`config.mk`:
```
export PLATFORM = sky130hd
export DESIGN_NAME = key_debounce_multi
export DESIGN_NICKNAME = d
export VERILOG_FILES = /design/src/rtl/key_debounce_multi.sv
export SDC_FILE = /design/constraint.sdc
export NUM_CORES = 1
export LEC_CHECK = 0
export CAP_MARGIN = 20
export CORE_MARGIN = 3
export CORE_UTILIZATION = 55
export CTS_CLUSTER_SIZE = 30
export DETAILED_ROUTE_END_ITERATION = 10
export DONT_BUFFER_PORTS = 1
export PLACE_DENSITY_LB_ADDON = 0.05
export SKIP_LAST_GASP = 1
export SYNTH_ARGS = -nofsm -noshare
export SYNTH_HDL_FRONTEND = slang
export SYNTH_SLANG_ARGS = --single-unit
```
`constraint.sdc`:
```
create_clock -name clk -period 2.4 [get_ports clk]
set_input_delay 0.48 -clock clk [delete_from_list [all_inputs] [get_ports clk]]
set_output_delay 0.48 -clock clk [all_outputs]
set_load 0.05 [all_outputs]
```
`src/rtl/key_debounce_multi.sv`:
```
// N-channel key debouncer: 2-flop synchroniser, stable-time counter, debounced level and press/release pulses.
// Optional long-press pulse per channel when KEY_LONG_PRESS_EN is defined; otherwise long_flag is tied low.
module key_debounce_multi #(
  parameter int N_KEYS     = 4,
  parameter int CNT_MAX    = 1_000_000,
  parameter bit ACTIVE_LOW = 1'b1,
  parameter int LONG_MAX   = 50_000_000
) (
  input  logic              clk,
  input  logic              rst,
  input  logic [N_KEYS-1:0] key,
  output logic [N_KEYS-1:0] key_value,
  output logic [N_KEYS-1:0] flag,
  output logic [N_KEYS-1:0] rel_flag,
  output logic [N_KEYS-1:0] long_flag
);

  localparam int CW = $clog2(CNT_MAX + 1);
  localparam logic [CW-1:0] CNT_LAST = CW'(CNT_MAX - 1);
  localparam logic [N_KEYS-1:0] POLARITY = {N_KEYS{ACTIVE_LOW}};

  if (N_KEYS < 1 || CNT_MAX < 2 || LONG_MAX <= CNT_MAX) begin : g_param_check
    $error("key_debounce_multi: invalid parameter combination");
  end

  logic [N_KEYS-1:0] sync1;
  logic [N_KEYS-1:0] sync2;
  logic [CW-1:0]     cnt [N_KEYS];

  // Synchroniser holds polarity-normalised samples, so reset value 0 is the released level.
  always_ff @(posedge clk) begin
    if (rst) begin
      sync1 <= '0;
      sync2 <= '0;
    end else begin
      sync1 <= key ^ POLARITY;
      sync2 <= sync1;
    end
  end

  always_ff @(posedge clk) begin
    if (rst) begin
      key_value <= '0;
      flag      <= '0;
      rel_flag  <= '0;
      for (int i = 0; i < N_KEYS; i++) cnt[i] <= '0;
    end else begin
      flag     <= '0;
      rel_flag <= '0;
      for (int i = 0; i < N_KEYS; i++) begin
        if (sync2[i] == key_value[i]) begin
          cnt[i] <= '0;
        end else if (cnt[i] == CNT_LAST) begin
          key_value[i] <= sync2[i];
          cnt[i]       <= '0;
          flag[i]      <= sync2[i];
          rel_flag[i]  <= ~sync2[i];
        end else begin
          cnt[i] <= cnt[i] + CW'(1);
        end
      end
    end
  end

`ifdef KEY_LONG_PRESS_EN
  localparam int HW = $clog2(LONG_MAX + 1);
  localparam logic [HW-1:0] HOLD_LAST  = HW'(LONG_MAX - 1);
  localparam logic [HW-1:0] HOLD_SPENT = HW'(LONG_MAX);

  logic [HW-1:0] hcnt [N_KEYS];

  // HOLD_SPENT parks the counter after the pulse so it fires only once per press.
  always_ff @(posedge clk) begin
    if (rst) begin
      long_flag <= '0;
      for (int i = 0; i < N_KEYS; i++) hcnt[i] <= '0;
    end else begin
      long_flag <= '0;
      for (int i = 0; i < N_KEYS; i++) begin
        if (!key_value[i]) begin
          hcnt[i] <= '0;
        end else if (hcnt[i] < HOLD_LAST) begin
          hcnt[i] <= hcnt[i] + HW'(1);
        end else if (hcnt[i] == HOLD_LAST) begin
          long_flag[i] <= 1'b1;
          hcnt[i]      <= HOLD_SPENT;
        end
      end
    end
  end
`else
  assign long_flag = '0;
`endif

endmodule
```
==> out/qor_table.md, run 1 <==
| Parameter | This run | Unit |
|---|---|---|
| Final WS setup | 222.0 | ps |
| H-tree depth reported by CTS | 3 | - |
| Floorplan die area | 0.01057 | sq mm |
| CTS tree | done | - |
| Number of global-route vias before repair | 3397 | - |
| Outcome | completed | - |
| Global route overflow | 0 | - |
| Post-DRT Antenna Nets | 0 | - |
| Later-pin clock latency in the skew report | 370 | ps |
| Hold violation count in the final report | 0 | - |
| Sinks on Clock Net | 100 | - |
| Wire length per cell after detailed routing | 12.84 | um |
| Met3 Resource Use GR | 0.02842 | - |
| Number of buffers between clock root and the deepest sink | 2 | - |
| Number of nets in the layout | 600 | - |
| Endpoint class of the critical path | flop | - |
| Cells resized by post-CTS repair | 0 | - |
| Routed Wire Length | 9.027 | mm |
| Pin count of the biggest net entering global routing | 25 | - |
| Max rail drop VDD | 290.7 | uV |
| Number of inserted filler cells in the final layout | 742 | - |
| Ratio of final minimum period to clock period | 0.9075 | - |
| Placer's final routability congestion estimate | 0.8493 | - |
| # hold bufs at CTS | 0 | - |
| Slew of the pin with the lowest slew margin | 615.2 | ps |
| Max-slew violation count | 0 | - |
| Slew HR | 0.5893 | - |
| Type of the tightest min-delay check | input pin to flop | - |
| Vias per inst | 5.296 | - |
| Total global routing track utilization | 0.1849 | - |
| Logic pwr share | 0.047 | - |
| Post-CTS setup buffer count | 0 | - |
| Multi-input gate area in the final layout | 0.002515 | sq mm |
| Sequential share of the synthesized area | 0.5438 | - |
| First drt pass iteration count | 4 | - |
| Cell Pwr Density | 545.1 | mW/mm^2 |
| Post-synthesis cell type count | 38 | - |
| Sum Neg Setup Slack | 0 | ps |
| Predominant post-synthesis flop cell | sky130_fd_sc_hd__edfxtp_1 | - |
| Post-synthesis cell type with the largest combined area | sky130_fd_sc_hd__edfxtp_1 | - |
| Net load switching power | 0.0007770 | W |
| Count of endpoints failing setup in the final report | 0 | - |
| Root buf cell | sky130_fd_sc_hd__clkbuf_8 | - |
| Share of synthesized flip-flops with an asynchronous set or reset | 0 | - |
| Initial standard-cell utilization of the core | 0.5797 | - |
| Leakage | 1.904 | nW |
| Number of inserted diodes | 0 | - |
| EDFF count, synth | 80 | - |
| Post-place setup slack | 244.2 | ps |
| Post-place instance area | 0.005610 | sq mm |
| Net switching fraction of the power | 0.2463 | - |
| CP Launch Type | flop | - |
| Worst Path Class, Setup | flop to flop | - |
| Via count | 3723 | - |
| Initial drt markers | 98 | - |
| Max Fclk | 459.1 | MHz |
| Share of power burned in the clock network | 0.319 | - |
| GR met2 Demand/Resource | 0.2825 | - |
| Die width | 102.8 | um |
| Met1 Use GR | 0.2689 | - |
| Area growth from synthesis to final layout | 12.28 | % |
| Area taken by flip-flops and latches | 0.002803 | sq mm |
| Post-Syn Area per Cell | 10.29 | sq um |
| Die Ht | 102.8 | um |
| Cell types with the largest area share after synthesis | sky130_fd_sc_hd__edfxtp_1, sky130_fd_sc_hd__dfxtp_1, sky130_fd_sc_hd__xnor2_1 | - |
| Unrepaired setup endpoints after global routing | false | - |
| Area of all placed cells without fillers | 0.005787 | sq mm |
| I/O pin count | 22 | - |
| Clock buffer count from CTS | 9 | - |
| Maximum capacitance violations | 0 | - |
| Number of antenna violations at the first check in global routing | 0 | - |
| Share of the synthesized area in the top cell type | 0.4661 | - |
| Port Buffer Count | 0 | - |
| Post-Synthesis Cell Area | 0.005154 | sq mm |
| Busiest layer in global routing | met2 | - |
| Relative contribution of sequential cells to total power | 0.635 | - |
| Number of synthesized register bits | 100 | - |
| Required time at the endpoint of the critical path | 2520 | ps |
| Maximum fanout count along the critical path | 12 | - |
| Gate count of the mapped netlist | 501 | - |
| Clock slew at reported path FFs | 110 | ps |
| Yosys warning total | 0 | - |
| Remaining DRCs | 0 | - |
| Global-route wire length before repair | 15.57 | mm |
| Placeable Area | 0.008891 | sq mm |
| Internal Pwr Total | 0.002378 | W |
| Minimum period implied by the final worst setup slack | 2178 | ps |
| Number of placement rows | 34 | - |
| Worst clock skew on the final layout | 14.10 | ps |
| Arrival time worst endpoint | 2290 | ps |
| Share of cells above drive strength 1 | 0.06387 | - |
| Post-DP HPWL | 6.518 | mm |
-- per-stage QoR --
step	total power [W]	hold slack (ps)	cells	utilization
6_report	0.003155	164.2	703	0.6509
5_1_grt	0.003285	146.2	703	0.6509
4_1_cts	0.003174	147.7	703	0.6509
3_5_place_dp	0.002183	421.8	687	0.6310
3_3_place_gp	0.002178	422.6	687	0.6310
2_1_floorplan	0.002152	413.8	583	-
-- synthesized netlist by cell type (5+ instances only) --
cell type	instances
sky130_fd_sc_hd__nor2_1	68
sky130_fd_sc_hd__and3_1	9
sky130_fd_sc_hd__nor3_1	15
sky130_fd_sc_hd__inv_1	16
sky130_fd_sc_hd__dfxtp_1	20
sky130_fd_sc_hd__nor2b_1	7
sky130_fd_sc_hd__and4_1	5
sky130_fd_sc_hd__nand4_1	20
sky130_fd_sc_hd__a21oi_1	29
sky130_fd_sc_hd__buf_4	5
sky130_fd_sc_hd__xnor2_1	38
sky130_fd_sc_hd__o31ai_1	11
sky130_fd_sc_hd__or4_1	13
sky130_fd_sc_hd__clkbuf_1	11
sky130_fd_sc_hd__xor2_1	13
sky130_fd_sc_hd__nor4_1	11
sky130_fd_sc_hd__edfxtp_1	80
sky130_fd_sc_hd__or3_1	15
sky130_fd_sc_hd__nor4b_1	7
sky130_fd_sc_hd__nand2_1	30
sky130_fd_sc_hd__nand3_1	26
sky130_fd_sc_hd__o21ai_0	18
-- power by group through the flow --
| stage | combinational [W] | clock (W) | sequential [W] |
|---|---|---|---|
| after floorplan | 0.000130 | 0 | 0.00202 |
| after global placement | 0.000141 | 0 | 0.00204 |
| after detailed placement | 0.000142 | 0 | 0.00204 |
| after CTS | 0.000143 | 0.00103 | 0.00200 |
| after global routing | 0.000171 | 0.00110 | 0.00201 |
| final | 0.000147 | 0.00101 | 0.00200 |
-- metal layers --
metal / part of all wire / vias to the layer above
li1: - / 1937
met5: 0 / -
met1: 0.50 / 1721
met2: 0.46 / 54
met3: 0.029 / 11
met4: 0.013 / 0
-- layout by cell type (no fill, tap or decap), types with 13 or more instances in the layout --
cell / n
sky130_fd_sc_hd__nand3_1: 26
sky130_fd_sc_hd__nor3_1: 15
sky130_fd_sc_hd__dfxtp_1: 20
sky130_fd_sc_hd__a21oi_1: 29
sky130_fd_sc_hd__xnor2_1: 38
sky130_fd_sc_hd__o21ai_0: 16
sky130_fd_sc_hd__xor2_1: 13
sky130_fd_sc_hd__inv_1: 16
sky130_fd_sc_hd__or3_1: 15
sky130_fd_sc_hd__nor2_1: 68
sky130_fd_sc_hd__conb_1: 84
sky130_fd_sc_hd__edfxtp_1: 80
sky130_fd_sc_hd__nand4_1: 20
sky130_fd_sc_hd__nand2_1: 30
sky130_fd_sc_hd__or4_1: 13
sky130_fd_sc_hd__buf_4: 13
-- kinds of logic (layout without fill, tap and decap cells) --
group | after synthesis | in the layout | synth area share
buf+inv | 33 | 45 | 0.02792
fa+ha+maj | 4 | 4 | 0.009711
compound gates | 60 | 60 | 0.06579
flops | 100 | 100 | 0.5438
other cells | 2 | 84 | 0.001457
xor+xnor | 51 | 51 | 0.08667
simple gates | 251 | 251 | 0.2646
-- path summary, 6_finish.rpt --
path	from	to	slack, ps	cells after the start
setup / recovery	cnt[2][12]	cnt[2][12]	220	5
hold / removal	key[0]	sync1[0]	160	1
hold reg to reg	sync1[2]	sync2[2]	440	1
setup reg to reg	cnt[2][12]	cnt[2][12]	220	5
-- flip-flops by register name, summed over array words and instances, names as in the netlist --
signal	flops
sync1	4
flag	4
sync2	4
key_value	4
rel_flag	4
cnt	80
-- area by class of cell --
cell class                      instances  area share
Clock buffer                           10     0.02205
Clock inverter                          6    0.008432
Inverter                               16     0.01038
Multi-Input combinational cell        450      0.4346
Sequential cell                       100      0.4843
Tap cell                              108     0.02335
Timing Repair Buffer                   13     0.01686
-- critical path, cell delays in order, from the launching register on --
cell and delay (ps):
sky130_fd_sc_hd__edfxtp_1 460, sky130_fd_sc_hd__or4b_1 550, sky130_fd_sc_hd__or4_4 510, sky130_fd_sc_hd__o21ai_4 150, sky130_fd_sc_hd__buf_4 210, sky130_fd_sc_hd__nor2_1 70
Note: power is estimated with default switching activity, not from simulation.
==> run 2, diff against run 1 <==
--- a/config.mk
+++ b/config.mk
@@ -6,8 +6,10 @@
 export NUM_CORES = 1
 export LEC_CHECK = 0
 export CAP_MARGIN = 20
+export CELL_PAD_IN_SITES_DETAIL_PLACEMENT = 0
+export CELL_PAD_IN_SITES_GLOBAL_PLACEMENT = 2
 export CORE_MARGIN = 3
-export CORE_UTILIZATION = 55
+export CORE_UTILIZATION = 42
 export CTS_CLUSTER_SIZE = 30
 export DETAILED_ROUTE_END_ITERATION = 10
 export DONT_BUFFER_PORTS = 1
==> out/qor_table.md, run 2 (synthesis results as in run 1) <==
| Parameter | This run | Unit | Change |
|---|---|---|---|
| Cell Pwr Density | 605.7 | mW/mm^2 | +11% |
| Initial drt markers | 204 | - | +110% |
| Max rail drop VDD | 500.6 | uV | +72% |
| Minimum period implied by the final worst setup slack | 2173 | ps | -5.234 ps |
| Outcome | completed | - |  |
| First drt pass iteration count | 4 | - | unchanged |
| Clock slew at reported path FFs | 70 | ps | -40 ps |
| Routed Wire Length | 9.775 | mm | +8.3% |
| Maximum capacitance violations | 0 | - | unchanged |
| Type of the tightest min-delay check | input pin to flop | - |  |
| Delay-heaviest family, CP | simple AND/OR/NAND/NOR gates | - |  |
| Post-DRT Antenna Nets | 0 | - | unchanged |
| I/O pin count | 22 | - | unchanged |
| Wire length per cell after detailed routing | 13.28 | um | +3.4% |
| CP bufs+invs | 0 | - | -1 |
| Worst clock skew on the final layout | 8.060 | ps | -6.036 ps |
| Via count | 3757 | - | +0.91% |
| Count of endpoints failing setup in the final report | 0 | - | unchanged |
| Reg with most FFs | cnt | - |  |
| Hold violation count in the final report | 0 | - | unchanged |
| Share of cells above drive strength 1 | 0.05565 | - | -0.008216 |
| Endpoint class of the critical path | flop | - |  |
| Net switching fraction of the power | 0.2141 | - | -0.03222 |
| Root buf cell | sky130_fd_sc_hd__clkbuf_16 | - |  |
| Number of flip-flops in the largest register | 80 | - | unchanged |
| Slew HR | 0.5983 | - | +0.008953 |
| Pin count of the biggest net entering global routing | 25 | - | unchanged |
| Number of buffers between clock root and the deepest sink | 2 | - | unchanged |
| CP max stage delay | 710 | ps | +160 ps |
| Net load switching power | 0.0007704 | W | -0.85% |
| Leakage | 1.960 | nW | +2.9% |
| Clock buffer count from CTS | 9 | - | unchanged |
| Slew of the pin with the lowest slew margin | 601.7 | ps | -13.41 ps |
| Leading cell type in the layout, fill and taps excluded | sky130_fd_sc_hd__conb_1 | - |  |
| Arrival time worst endpoint | 2370 | ps | +80 ps |
| Die width | 116.8 | um | +14% |
| Global-route wire length before repair | 17.19 | mm | +10% |
| Vias per inst | 5.105 | - | -3.6% |
| Max-slew violation count | 0 | - | unchanged |
| Logic pwr share | 0.040 | - | -0.007 |
| Maximum fanout count along the critical path | 9 | - | -3 |
| Sum Neg Setup Slack | 0 | ps | unchanged |
| Number of nets in the layout | 598 | - | -0.33% |
| Number of antenna violations at the first check in global routing | 0 | - | unchanged |
| Remaining DRCs | 0 | - | unchanged |
| Die Ht | 116.8 | um | +14% |
| Placeable Area | 0.01171 | sq mm | +32% |
| Sinks on Clock Net | 100 | - | unchanged |
| Required time at the endpoint of the critical path | 2600 | ps | +80 ps |
| Critical path's slowest cell | sky130_fd_sc_hd__or4_1 | - |  |
| Port Buffer Count | 0 | - | unchanged |
| Area growth from synthesis to final layout | 15.27 | % |  |
| Unrepaired setup endpoints after global routing | false | - |  |
| CTS tree | done | - |  |
| Relative contribution of sequential cells to total power | 0.558 | - | -0.077 |
| Worst Path Class, Setup | flop to flop | - |  |
| Number of placement rows | 39 | - | +15% |
| Most frequent cell on the critical path | sky130_fd_sc_hd__or4_1 | - |  |
| Initial standard-cell utilization of the core | 0.4401 | - | -0.1396 |
| Share of power burned in the clock network | 0.402 | - | +0.083 |
| Number of global-route vias before repair | 3704 | - | +9.0% |
| Max Fclk | 460.2 | MHz | +0.24% |
| Total global routing track utilization | 0.1593 | - | -0.02559 |
| Post-CTS setup buffer count | 0 | - | unchanged |
| Cells resized by post-CTS repair | 0 | - | unchanged |
| Post-DP HPWL | 7.092 | mm | +8.8% |
| CP Launch Type | flop | - |  |
| Number of inserted diodes | 0 | - | unchanged |
| Ratio of final minimum period to clock period | 0.9053 | - | -0.002181 |
| Highest-count cells in the layout ignoring fill and taps | sky130_fd_sc_hd__conb_1, sky130_fd_sc_hd__edfxtp_1, sky130_fd_sc_hd__nor2_1, sky130_fd_sc_hd__xnor2_1, sky130_fd_sc_hd__nand2_1 | - |  |
| H-tree depth reported by CTS | 3 | - | unchanged |
| Internal Pwr Total | 0.002828 | W | +19% |
| Cell-by-cell listing of the critical path | nand4_2 -> or4_1 -> or4_1 -> a21oi_1 | - |  |
| Final-layout worst hold slack | 192.1 | ps | +27.92 ps |
| Final core area utilization | 0.5073 | - | -0.1436 |
| Placer's final routability congestion estimate | 0.7661 | - | -9.8% |
| Floorplan die area | 0.01364 | sq mm | +29% |
| Later-pin clock latency in the skew report | 350 | ps | -20 ps |
| Global route overflow | 0 | - | unchanged |
| # hold bufs at CTS | 0 | - | unchanged |
==> run 2: path summary, 6_finish.rpt <==
kind / from / to / slack [ps] / cells after the start
max: cnt[1][6] / cnt[1][17] / 230 / 4
min: key[3] / sync1[3] / 190 / 1
max reg2reg: cnt[1][6] / cnt[1][17] / 230 / 4
min reg2reg: sync1[2] / sync2[2] / 440 / 1
==> run 2: layer usage <==
metal  global-route usage  up-vias  wire length, um
met1               0.2042     1766             4740
met4              0.04817        0              169
met2               0.2609       43             4559
met5                    0        -                0
li1                     -     1935                -
met3              0.04833       13              306
==> run 2: power by group through the flow <==
stage	combinational [W]	sequential (W)	clock, W
6_report	0.000145	0.00201	0.00145
5_1_grt	0.000169	0.00202	0.00155
4_1_cts	0.000142	0.00201	0.00150
3_5_place_dp	0.000141	0.00204	0
3_3_place_gp	0.000141	0.00204	0
2_1_floorplan	0.000130	0.00202	0
==> run 2: worst register-to-register path, cell delays in order, from the launching register on <==
cell	delay (ps)
sky130_fd_sc_hd__edfxtp_1	460
sky130_fd_sc_hd__nand4_2	180
sky130_fd_sc_hd__or4_1	710
sky130_fd_sc_hd__or4_1	510
sky130_fd_sc_hd__a21oi_1	160
==> run 2: final cells by class <==
type                       instances  area [sq um]
tap                              143         178.9
fill                            1112          5771
sequential                       100          2803
timing repair buffer              11         95.09
inverter                          16         60.06
multi-input combinational        450          2515
clock inverter                     2         35.03
clock buffer                      14         254.0
==> run 2: through the flow <==
step / cells / area (sq um) / total power (W) / setup WS (ps)
after floorplan: 583 / 5461 / 0.002152 / 233.0
after global routing: 736 / 5941 / 0.003738 / 136.9
after detailed placement: 720 / 5652 / 0.002186 / 238.2
after CTS: 736 / 5941 / 0.003644 / 229.8
final: 736 / 5941 / 0.003598 / 227.3
after global placement: 720 / 5652 / 0.002183 / 280.4
==> run 3, diff against run 2 <==
--- a/config.mk
+++ b/config.mk
@@ -9,7 +9,8 @@
 export CELL_PAD_IN_SITES_DETAIL_PLACEMENT = 0
 export CELL_PAD_IN_SITES_GLOBAL_PLACEMENT = 2
 export CORE_MARGIN = 3
-export CORE_UTILIZATION = 42
+export CORE_UTILIZATION = 44
+export CTS_BUF_LIST = sky130_fd_sc_hd__clkbuf_4
 export CTS_CLUSTER_SIZE = 30
 export DETAILED_ROUTE_END_ITERATION = 10
 export DONT_BUFFER_PORTS = 1
==> out/qor_table.md, run 3 (synthesis results as in run 1) <==
| Parameter | This run | Unit | Change |
|---|---|---|---|
| # hold bufs at CTS | 0 | - | unchanged |
| Pin count of the biggest net entering global routing | 25 | - | unchanged |
| Post-place setup slack | 195.2 | ps | -43.03 ps |
| Area of all placed cells without fillers | 0.005787 | sq mm | -2.6% |
| Remaining DRCs | 0 | - | unchanged |
| Arrival time worst endpoint | 2440 | ps | +70 ps |
| Number of buffers between clock root and the deepest sink | 2 | - | unchanged |
| Die Ht | 114.2 | um | -2.2% |
| Clock slew at reported path FFs | 150 | ps | +80 ps |
| Met1 Use GR | 0.2119 | - | +0.007644 |
| Final WS setup | 183.2 | ps | -44.01 ps |
| Minimum setup slack among reg-to-reg paths | 180 | ps | -40 ps |
| Floorplan die area | 0.01305 | sq mm | -4.3% |
| CP max stage delay | 550 | ps | -160 ps |
| Later-pin clock latency in the skew report | 460 | ps | +110 ps |
| I/O pin count | 22 | - | unchanged |
| Worst Hold Path Cells | 1 | - | unchanged |
| Minimum period implied by the final worst setup slack | 2217 | ps | +44.01 ps |
| Post-DP HPWL | 7.013 | mm | -1.1% |
| Max Fclk | 451.1 | MHz | -2.0% |
| Routed Wire Length | 9.582 | mm | -2.0% |
| Count of endpoints failing setup in the final report | 0 | - | unchanged |
| Clock buffer count from CTS | 9 | - | unchanged |
| Root buf cell | sky130_fd_sc_hd__clkbuf_4 | - |  |
| Max-slew violation count | 0 | - | unchanged |
| Maximum capacitance violations | 0 | - | unchanged |
| Global-route wire length before repair | 16.72 | mm | -2.7% |
| Worst Path Class, Setup | flop to flop | - |  |
| Cell-by-cell listing of the critical path | or4b_1 -> or4_4 -> o21ai_4 -> buf_12 -> nor2_1 | - |  |
| Maximum fanout count along the critical path | 12 | - | +3 |
| GR met2 Demand/Resource | 0.2588 | - | -0.002120 |
| Ratio of final minimum period to clock period | 0.9237 | - | +0.01834 |
| Die width | 114.2 | um | -2.2% |
| Reg with most FFs | cnt | - |  |
| Type of the tightest min-delay check | input pin to flop | - |  |
| Worst Reg2Reg Path Length in Cells | 5 | - | +1 |
| Number of inserted diodes | 0 | - | unchanged |
| Leading cell type in the layout, fill and taps excluded | sky130_fd_sc_hd__conb_1 | - |  |
| Placer's final routability congestion estimate | 0.7722 | - | +0.80% |
| Delay-heaviest family, CP | simple AND/OR/NAND/NOR gates | - |  |
| Number of global-route vias before repair | 3633 | - | -1.9% |
| Hold violation count in the final report | 0 | - | unchanged |
| First drt pass iteration count | 4 | - | unchanged |
| Unrepaired setup endpoints after global routing | false | - |  |
| Via count | 3769 | - | +0.32% |
| Port Buffer Count | 0 | - | unchanged |
| Outcome | completed | - |  |
| Number of flip-flops in the largest register | 80 | - | unchanged |
| Total global routing track utilization | 0.1603 | - | +0.0009748 |
| Share of cells above drive strength 1 | 0.06856 | - | +0.01291 |
| Wire length per cell after detailed routing | 12.98 | um | -2.2% |
| Number of antenna violations at the first check in global routing | 0 | - | unchanged |
| Area growth from synthesis to final layout | 12.28 | % |  |
| Worst clock skew on the final layout | 14.97 | ps | +6.910 ps |
| Sum Neg Setup Slack | 0 | ps | unchanged |
| Cell Pwr Density | 502.9 | mW/mm^2 | -17% |
| Max rail drop VDD | 261.6 | uV | -48% |
| Post-DRT Antenna Nets | 0 | - | unchanged |
| Slew HR | 0.5896 | - | -0.008708 |
| CP Launch Type | flop | - |  |
| Sinks on Clock Net | 100 | - | unchanged |
| Number of nets in the layout | 603 | - | +0.84% |
| Number of placement rows | 38 | - | -2.6% |
| Busiest layer in global routing | met2 | - |  |
| Endpoint class of the critical path | flop | - |  |
| Final-layout worst hold slack | 64.94 | ps | -127.2 ps |
| Initial standard-cell utilization of the core | 0.4632 | - | +0.02316 |
| Post-CTS setup buffer count | 0 | - | unchanged |
| Leakage | 1.911 | nW | -2.5% |
| H-tree depth reported by CTS | 3 | - | unchanged |
| Critical path's slowest cell | sky130_fd_sc_hd__or4b_1 | - |  |
| Post-place instance area | 0.005685 | sq mm | +0.60% |
| Required time at the endpoint of the critical path | 2620 | ps | +20 ps |
| Design Power | 0.002910 | W | -19% |
| CP bufs+invs | 1 | - | +1 |
| Number of inserted filler cells in the final layout | 1045 | - | -6.0% |
| Logic depth of the worst path, buffers included | 5 | - | +1 |
| Global route overflow | 0 | - | unchanged |
| Highest-count cells in the layout ignoring fill and taps | sky130_fd_sc_hd__conb_1, sky130_fd_sc_hd__edfxtp_1, sky130_fd_sc_hd__nor2_1, sky130_fd_sc_hd__xnor2_1, sky130_fd_sc_hd__nand2_1 | - |  |
| Vias per inst | 5.107 | - | about the same |
| Slew of the pin with the lowest slew margin | 614.8 | ps | +13.04 ps |
| CTS tree | done | - |  |
| Placeable Area | 0.01113 | sq mm | -5.0% |
| Met3 Resource Use GR | 0.02748 | - | -0.02084 |
| Cells resized by post-CTS repair | 0 | - | unchanged |
| Initial drt markers | 192 | - | -5.9% |
run 3: metrics by stage:
stage,instances,utilization
global placement,722,0.5110
CTS,738,0.5201
global route,738,0.5201
detailed placement,722,0.5110
floorplan,583,-
finish,738,0.5201
run 3: area by class of cell:
cell class | count | area (sq um) | share of cell area
clock inverters | 7 | 33.78 | 0.005838
clock buffers | 9 | 67.56 | 0.01168
repair buffers | 16 | 132.6 | 0.02292
multi-input cells | 450 | 2515 | 0.4346
inverters | 16 | 60.06 | 0.01038
flip-flops and latches | 100 | 2803 | 0.4843
well taps | 140 | 175.2 | 0.03027
run 3: report_power, final:
| group | internal, W | switching [W] |
|---|---|---|
| logic | 0.0000585 | 0.0000935 |
| registers | 0.00193 | 0.0000676 |
| clock network | 0.000200 | 0.000557 |
run 3: path summary, 6_finish.rpt:
check / start / endpoint
min: key[2] / sync1[2]
min reg2reg: sync1[2] / sync2[2]
max: cnt[2][12] / cnt[2][5]
max reg2reg: cnt[2][12] / cnt[2][5]
run 3: per-layer routing:
layer	share of wire	routed length, um
met5	0	0
met4	0.023	218
met3	0.022	212
met2	0.46	4424
met1	0.49	4726
